### config.mk
export PLATFORM = sky130hd
export DESIGN_NAME = mac_tile_reducer
export DESIGN_NICKNAME = d
export VERILOG_FILES = /design/src/rtl/mac_tile_reducer.sv
export SDC_FILE = /design/constraint.sdc
export NUM_CORES = 2
export LEC_CHECK = 0
export ABC_CLOCK_PERIOD_IN_PS = 13550
export CAP_MARGIN = 20
export CORE_MARGIN = 3
export CORE_UTILIZATION = 49
export DETAILED_ROUTE_END_ITERATION = 10
export PLACE_DENSITY = 0.85
export SYNTH_ARGS = -nofsm -noshare
export SYNTH_HDL_FRONTEND = slang
export SYNTH_SLANG_ARGS = --single-unit
### constraint.sdc
create_clock -name clk -period 13.55 [get_ports clk]
set_input_delay 1.355 -clock clk [delete_from_list [all_inputs] [get_ports clk]]
set_output_delay 1.355 -clock clk [all_outputs]
set_load 0.02 [all_outputs]
### src/rtl/mac_tile_reducer.sv
// Row-reduces MAC result tiles across COL_BLOCKS beats, requantizes each finished tile
// to DATA_WIDTH fixed point and queues it in a 2-entry FIFO with sticky error flags.
module mac_tile_reducer #(
    parameter int TILE_SIZE  = 4,
    parameter int DATA_WIDTH = 16,
    parameter int ACC_WIDTH  = 32,
    parameter int FRAC_BITS  = 8,
    parameter int COL_BLOCKS = 16
) (
    input  logic                                               clk,
    input  logic                                               rst_n,
    input  logic [2:0]                                         mode,
    input  logic                                               valid_in,
    input  logic                                               done_tile_in,
    input  logic [TILE_SIZE-1:0][TILE_SIZE-1:0][ACC_WIDTH-1:0] tile_in,
    input  logic                                               err_clr,
    output logic                                               out_valid,
    input  logic                                               out_ready,
    output logic [TILE_SIZE-1:0][DATA_WIDTH-1:0]               out_vec,
    output logic                                               out_sat,
    output logic [7:0]                                         out_tag,
    output logic                                               err_sync,
    output logic                                               err_ovf
);

    localparam int SUM_W = ACC_WIDTH + $clog2(TILE_SIZE) + $clog2(COL_BLOCKS);
    localparam int CNT_W = (COL_BLOCKS > 1) ? $clog2(COL_BLOCKS) : 1;
    localparam logic signed [SUM_W:0] Q_MAX = (SUM_W+1)'((longint'(1) << (DATA_WIDTH-1)) - 1);
    localparam logic signed [SUM_W:0] Q_MIN = -Q_MAX - 1;
    localparam logic signed [SUM_W:0] RND   = (SUM_W+1)'(longint'(1) << (FRAC_BITS-1));

    typedef struct packed {
        logic [TILE_SIZE-1:0][DATA_WIDTH-1:0] vec;
        logic                                 sat;
        logic [7:0]                           tag;
    } entry_t;

    logic signed [SUM_W-1:0] acc_q [TILE_SIZE];
    logic signed [SUM_W-1:0] acc_d [TILE_SIZE];
    logic signed [SUM_W-1:0] row_sum [TILE_SIZE];
    logic [CNT_W-1:0]        beat_cnt_q, beat_cnt_d;
    logic [7:0]              tile_cnt_q, tile_cnt_d;
    logic                    expect_done_q, expect_done_d;
    logic                    err_sync_q, err_sync_d;
    logic                    err_ovf_q, err_ovf_d;
    entry_t                  fifo_q [2];
    entry_t                  fifo_d [2];
    logic [1:0]              fifo_cnt_q, fifo_cnt_d;
    logic [1:0]              wr_cnt;
    entry_t                  new_entry;
    logic                    beat, last_beat, abort, pop, push, drop, sync_set;

    always_comb begin
        for (int i = 0; i < TILE_SIZE; i++) begin
            row_sum[i] = '0;
            for (int j = 0; j < TILE_SIZE; j++) begin
                row_sum[i] = row_sum[i] + SUM_W'($signed(tile_in[i][j]));
            end
        end
    end

    // One extra bit of headroom so the rounding constant can never wrap the final sum.
    always_comb begin : requant
        logic signed [SUM_W-1:0] final_sum;
        logic signed [SUM_W:0]   rounded;
        logic signed [SUM_W:0]   q_wide;
        new_entry     = '0;
        new_entry.tag = tile_cnt_q;
        for (int i = 0; i < TILE_SIZE; i++) begin
            final_sum = acc_q[i] + row_sum[i];
            rounded   = {final_sum[SUM_W-1], final_sum} + RND;
            q_wide    = rounded >>> FRAC_BITS;
            if (q_wide > Q_MAX) begin
                new_entry.vec[i] = Q_MAX[DATA_WIDTH-1:0];
                new_entry.sat    = 1'b1;
            end else if (q_wide < Q_MIN) begin
                new_entry.vec[i] = Q_MIN[DATA_WIDTH-1:0];
                new_entry.sat    = 1'b1;
            end else begin
                new_entry.vec[i] = q_wide[DATA_WIDTH-1:0];
            end
        end
    end

    always_comb begin
        beat      = (mode == 3'b000) && valid_in;
        last_beat = beat && (beat_cnt_q == CNT_W'(COL_BLOCKS - 1));
        abort     = (mode != 3'b000) && (beat_cnt_q != '0);
        pop       = (fifo_cnt_q != 2'd0) && out_ready;
        push      = last_beat && ((fifo_cnt_q != 2'd2) || pop);
        drop      = last_beat && (fifo_cnt_q == 2'd2) && !pop;
        sync_set  = abort || (done_tile_in != expect_done_q);

        for (int i = 0; i < TILE_SIZE; i++) begin
            if (abort || last_beat) acc_d[i] = '0;
            else if (beat)          acc_d[i] = acc_q[i] + row_sum[i];
            else                    acc_d[i] = acc_q[i];
        end

        if (abort || last_beat) beat_cnt_d = '0;
        else if (beat)          beat_cnt_d = beat_cnt_q + 1'b1;
        else                    beat_cnt_d = beat_cnt_q;

        tile_cnt_d    = last_beat ? tile_cnt_q + 8'd1 : tile_cnt_q;
        expect_done_d = last_beat;

        if (sync_set)     err_sync_d = 1'b1;
        else if (err_clr) err_sync_d = 1'b0;
        else              err_sync_d = err_sync_q;

        if (drop)         err_ovf_d = 1'b1;
        else if (err_clr) err_ovf_d = 1'b0;
        else              err_ovf_d = err_ovf_q;
    end

    // Entry 0 is always the head; a pop shifts entry 1 forward before the push lands.
    always_comb begin
        fifo_d[0] = fifo_q[0];
        fifo_d[1] = fifo_q[1];
        wr_cnt    = fifo_cnt_q - {1'b0, pop};
        if (pop) fifo_d[0] = fifo_q[1];
        if (push) begin
            if (wr_cnt == 2'd0) fifo_d[0] = new_entry;
            else                fifo_d[1] = new_entry;
        end
        fifo_cnt_d = wr_cnt + {1'b0, push};
    end

    always_ff @(posedge clk or negedge rst_n) begin
        if (!rst_n) begin
            for (int i = 0; i < TILE_SIZE; i++) acc_q[i] <= '0;
            beat_cnt_q    <= '0;
            tile_cnt_q    <= '0;
            expect_done_q <= 1'b0;
            err_sync_q    <= 1'b0;
            err_ovf_q     <= 1'b0;
            fifo_q[0]     <= '0;
            fifo_q[1]     <= '0;
            fifo_cnt_q    <= '0;
        end else begin
            for (int i = 0; i < TILE_SIZE; i++) acc_q[i] <= acc_d[i];
            beat_cnt_q    <= beat_cnt_d;
            tile_cnt_q    <= tile_cnt_d;
            expect_done_q <= expect_done_d;
            err_sync_q    <= err_sync_d;
            err_ovf_q     <= err_ovf_d;
            fifo_q[0]     <= fifo_d[0];
            fifo_q[1]     <= fifo_d[1];
            fifo_cnt_q    <= fifo_cnt_d;
        end
    end

    assign out_valid = (fifo_cnt_q != 2'd0);
    assign out_vec   = fifo_q[0].vec;
    assign out_sat   = fifo_q[0].sat;
    assign out_tag   = fifo_q[0].tag;
    assign err_sync  = err_sync_q;
    assign err_ovf   = err_ovf_q;

endmodule

==> metrics.cfg <==
[sta]
rsz0062_at_grt = false
setup_viol = 0
tightest_slew_ps = 1150
report.final.slew_viol_count = 0
fin_crit_sh_pct = 64.3
layout_min_cycle_time_ps = 8710
slew_headroom_pct = 21.7
fin_setup_tns_ps = 0
fin_skew_ps = 23.8
max_freq_mhz = 115
finalHoldViolations = 0

[die]
io-pin-count = 597
die_area_sq_um = 77600
start_util_pct = 49.7
core_region_area_sq_um = 73300
die_y_um = 279
rows = 99
die_width_um = 279

[placement]
portBuffers = 596
gp_congestion = 0.988
dpl.hpwl_mm = 85.8

[clock_network]
cts-root-buf = clkbuf_16
clk_pin_slew_ps = 60
cts_hold_buffers = 0
clk_path_buf_depth = 3
clk_latency_ps = 580
post_cts_resized = 0
htree_levels = 2
cts_tree = yes
numCtsBuffers = 41
cts_sinks = 315
post-cts-setup-buffer-count = 0

[min_path]
min-delay-start = fifo_q[5]
min_path_type = flop to flop
hold_depth = 2
holdPathEnd = fifo_q[5]

[yosys]
syn_nets = 5301
ys_warn_count = 0
ys_async_sr_fraction_pct = 100
syn_area_sq_um = 36400
ys_ff_latch = 315
yosysSeqAreaShare_pct = 21.6
ys.flop_type = dfrtp_1
avgSynthCellArea_sq_um = 8.65
synth_cell_types = 110
synthCells = 4211
synth_edf_count = 0

[layout]
num-nets-final = 5725
drive_gt1_share_pct = 3.96
regArea_sq_um = 7880
fillers = 6208
multi_input_area_sq_um = 25000
area_growth_syn_to_layout_pct = 21.0

[global_routing]
track_usage_pct = 27.5
grt_pass1_vias = 33300
gr-total-overflow = 0
grt_first_pass_wirelength_mm = 173
grt_max_degree = 82
antenna_found_initial = 2

[route]
routed_wl_mm = 108
wire_per_inst_um = 19.2
drt_first_pass_iters = 6
drc_errors = 0
via_count = 32500
via_per_inst = 5.77
initialDrtViolationCount = 2440
ant_nets = 0

[setup_path]
r2r_slack_ps = 6840
end_kind = flop
r2r-start = acc_q[136]
cp-start-kind = input port
crit_required_ps = 13960
crit_arrival_ps = 9120
worstPathMaxFanout = 15
crit_type = input port to flop
reg2reg_depth = 18
rr_endpoint = fifo_q[20]

[run_status]
status = finished, final reports clean

[flow_run]
maxCapViolCount = 0

-- cell type report --
type | instances | area share [%]
diodes | 1 | 0.00568
multi-input cells | 3032 | 56.7
inverters | 628 | 5.35
well taps | 959 | 2.72
flip-flops and latches | 315 | 17.9
repair buffers | 617 | 14.0
clock buffers | 56 | 2.71
clock inverters | 18 | 0.647
-- layer usage --
metal  vias to the layer above  part of all wire (%)  wire, um  global-route usage [%]
met2                      1319                    49     53200                    47.9
met4                         2                   3.4      3690                    9.33
li1                      15000                     -         -                       -
met5                         -                 0.012        13                       0
met1                     15900                    40     42900                    34.9
met3                       230                   7.5      8140                    4.64
-- cells by family (layout without fill, tap and decap cells) --
group           Yosys count  after routing  synth area share [%]
compound gates          986            986                  18.1
xor+xnor                201            201                  4.90
simple gates           1245           1245                  16.7
other cells               0              1                     0
buf+inv                 864           1319                  9.91
fa+ha+maj               569            569                  27.9
mux                      31             31                 0.862
flops                   315            315                  21.6
-- layout by cell type (no fill, tap or decap), drive strengths merged, types with 20 or more instances in the layout --
master	n
inv	629
clkdlybuf4s50	595
nand2	530
fa	404
dfrtp	315
o21ai	263
a21oi	231
nor2	213
ha	165
xnor2	121
nand3	91
a22o	84
xor2	80
a21o	76
nor3	71
nand4	69
clkbuf	58
a31oi	45
o211ai	39
and3	36
a211oi	34
mux2i	28
and2	28
nor4	28
and4	25
nand2b	24
a22oi	22
or3	22
o21a	20
buf	20
-- worst max path at each step --
stage	start	end	slack [ps]	depth (start not counted)
floorplan	tile_in[385]	fifo_q[8]	6110	21
global placement	tile_in[17]	out_vec[1]	4480	23
detailed placement	tile_in[22]	out_vec[6]	4440	23
CTS	tile_in[22]	out_vec[6]	5050	23
global route	tile_in[15]	fifo_q[11]	4530	23
finish	tile_in[22]	fifo_q[20]	4840	23
-- critical path, stage by stage --
cell             delay [ps]
clkdlybuf4s50_1         470
inv_1                    60
fa_1                    520
inv_1                    50
fa_1                    500
inv_1                    60
fa_1                    500
inv_1                    40
ha_1                    440
nand2_1                 220
nor4_1                  500
o211ai_1                340
a31oi_1                 370
o32ai_1                 170
a2111oi_0              1010
and4_1                  380
nand3_1                 210
nor3_1                  190
a31oi_1                 120
a22oi_1                 260
a41oi_1                 210
nor2_1                  930
a21oi_1                 190
-- through the flow --
step                cells  hold slack, ps  worst slack [ps]  util [%]  instance area [sq um]
finish               5626             476              4840      60.1                  44100
global route         5626             497              4530      60.1                  44100
CTS                  5621             476              5050      60.0                  44000
detailed placement   5547             462              4440      58.0                  42500
global placement     5546             457              4480      58.0                  42500
floorplan            4211             446              6110         -                  36400
-- cells in the mapped netlist, types with 18 or more instances --
library cell / n / share of area [%]
o31ai_1: 18 / 0.37
a22oi_1: 22 / 0.45
a21o_1: 75 / 1.5
nor2_1: 212 / 2.2
and2_1: 27 / 0.46
nand3_1: 90 / 1.2
or3_1: 20 / 0.34
buf_2: 42 / 0.58
nor3_1: 70 / 0.96
fa_1: 404 / 22
dfrtp_1: 315 / 22
inv_1: 628 / 6.5
a211oi_1: 30 / 0.62
and4_1: 25 / 0.60
o21ai_0: 215 / 3.0
o21a_1: 20 / 0.41
mux2i_1: 28 / 0.77
clkbuf_1: 95 / 0.98
nand2_1: 530 / 5.5
ha_1: 165 / 5.7
xor2_1: 78 / 1.9
nand4_1: 65 / 1.1
buf_4: 77 / 1.6
nand2b_1: 24 / 0.41
buf_1: 18 / 0.19
a22o_1: 84 / 2.0
xnor2_1: 120 / 2.9
o21ai_1: 44 / 0.60
and3_1: 35 / 0.60
a31oi_1: 45 / 0.77
a21oi_1: 218 / 3.0
o211ai_1: 37 / 0.76
nor4_1: 24 / 0.41
-- flip-flops by register name (all words and copies together) (netlist names) --
| name | cells |
|---|---|
| out_vec | 64 |
| fifo_cnt_q | 2 |
| acc_q | 152 |
| err_sync | 1 |
| out_sat | 1 |
| err_ovf | 1 |
| out_tag | 8 |
| tile_cnt_q | 8 |
| expect_done_q | 1 |
| fifo_q | 73 |
| beat_cnt_q | 4 |
Power is left out: the tool's default activity adds up to more than one toggle a clock period on the data nets, which glitch-free logic cannot reach.
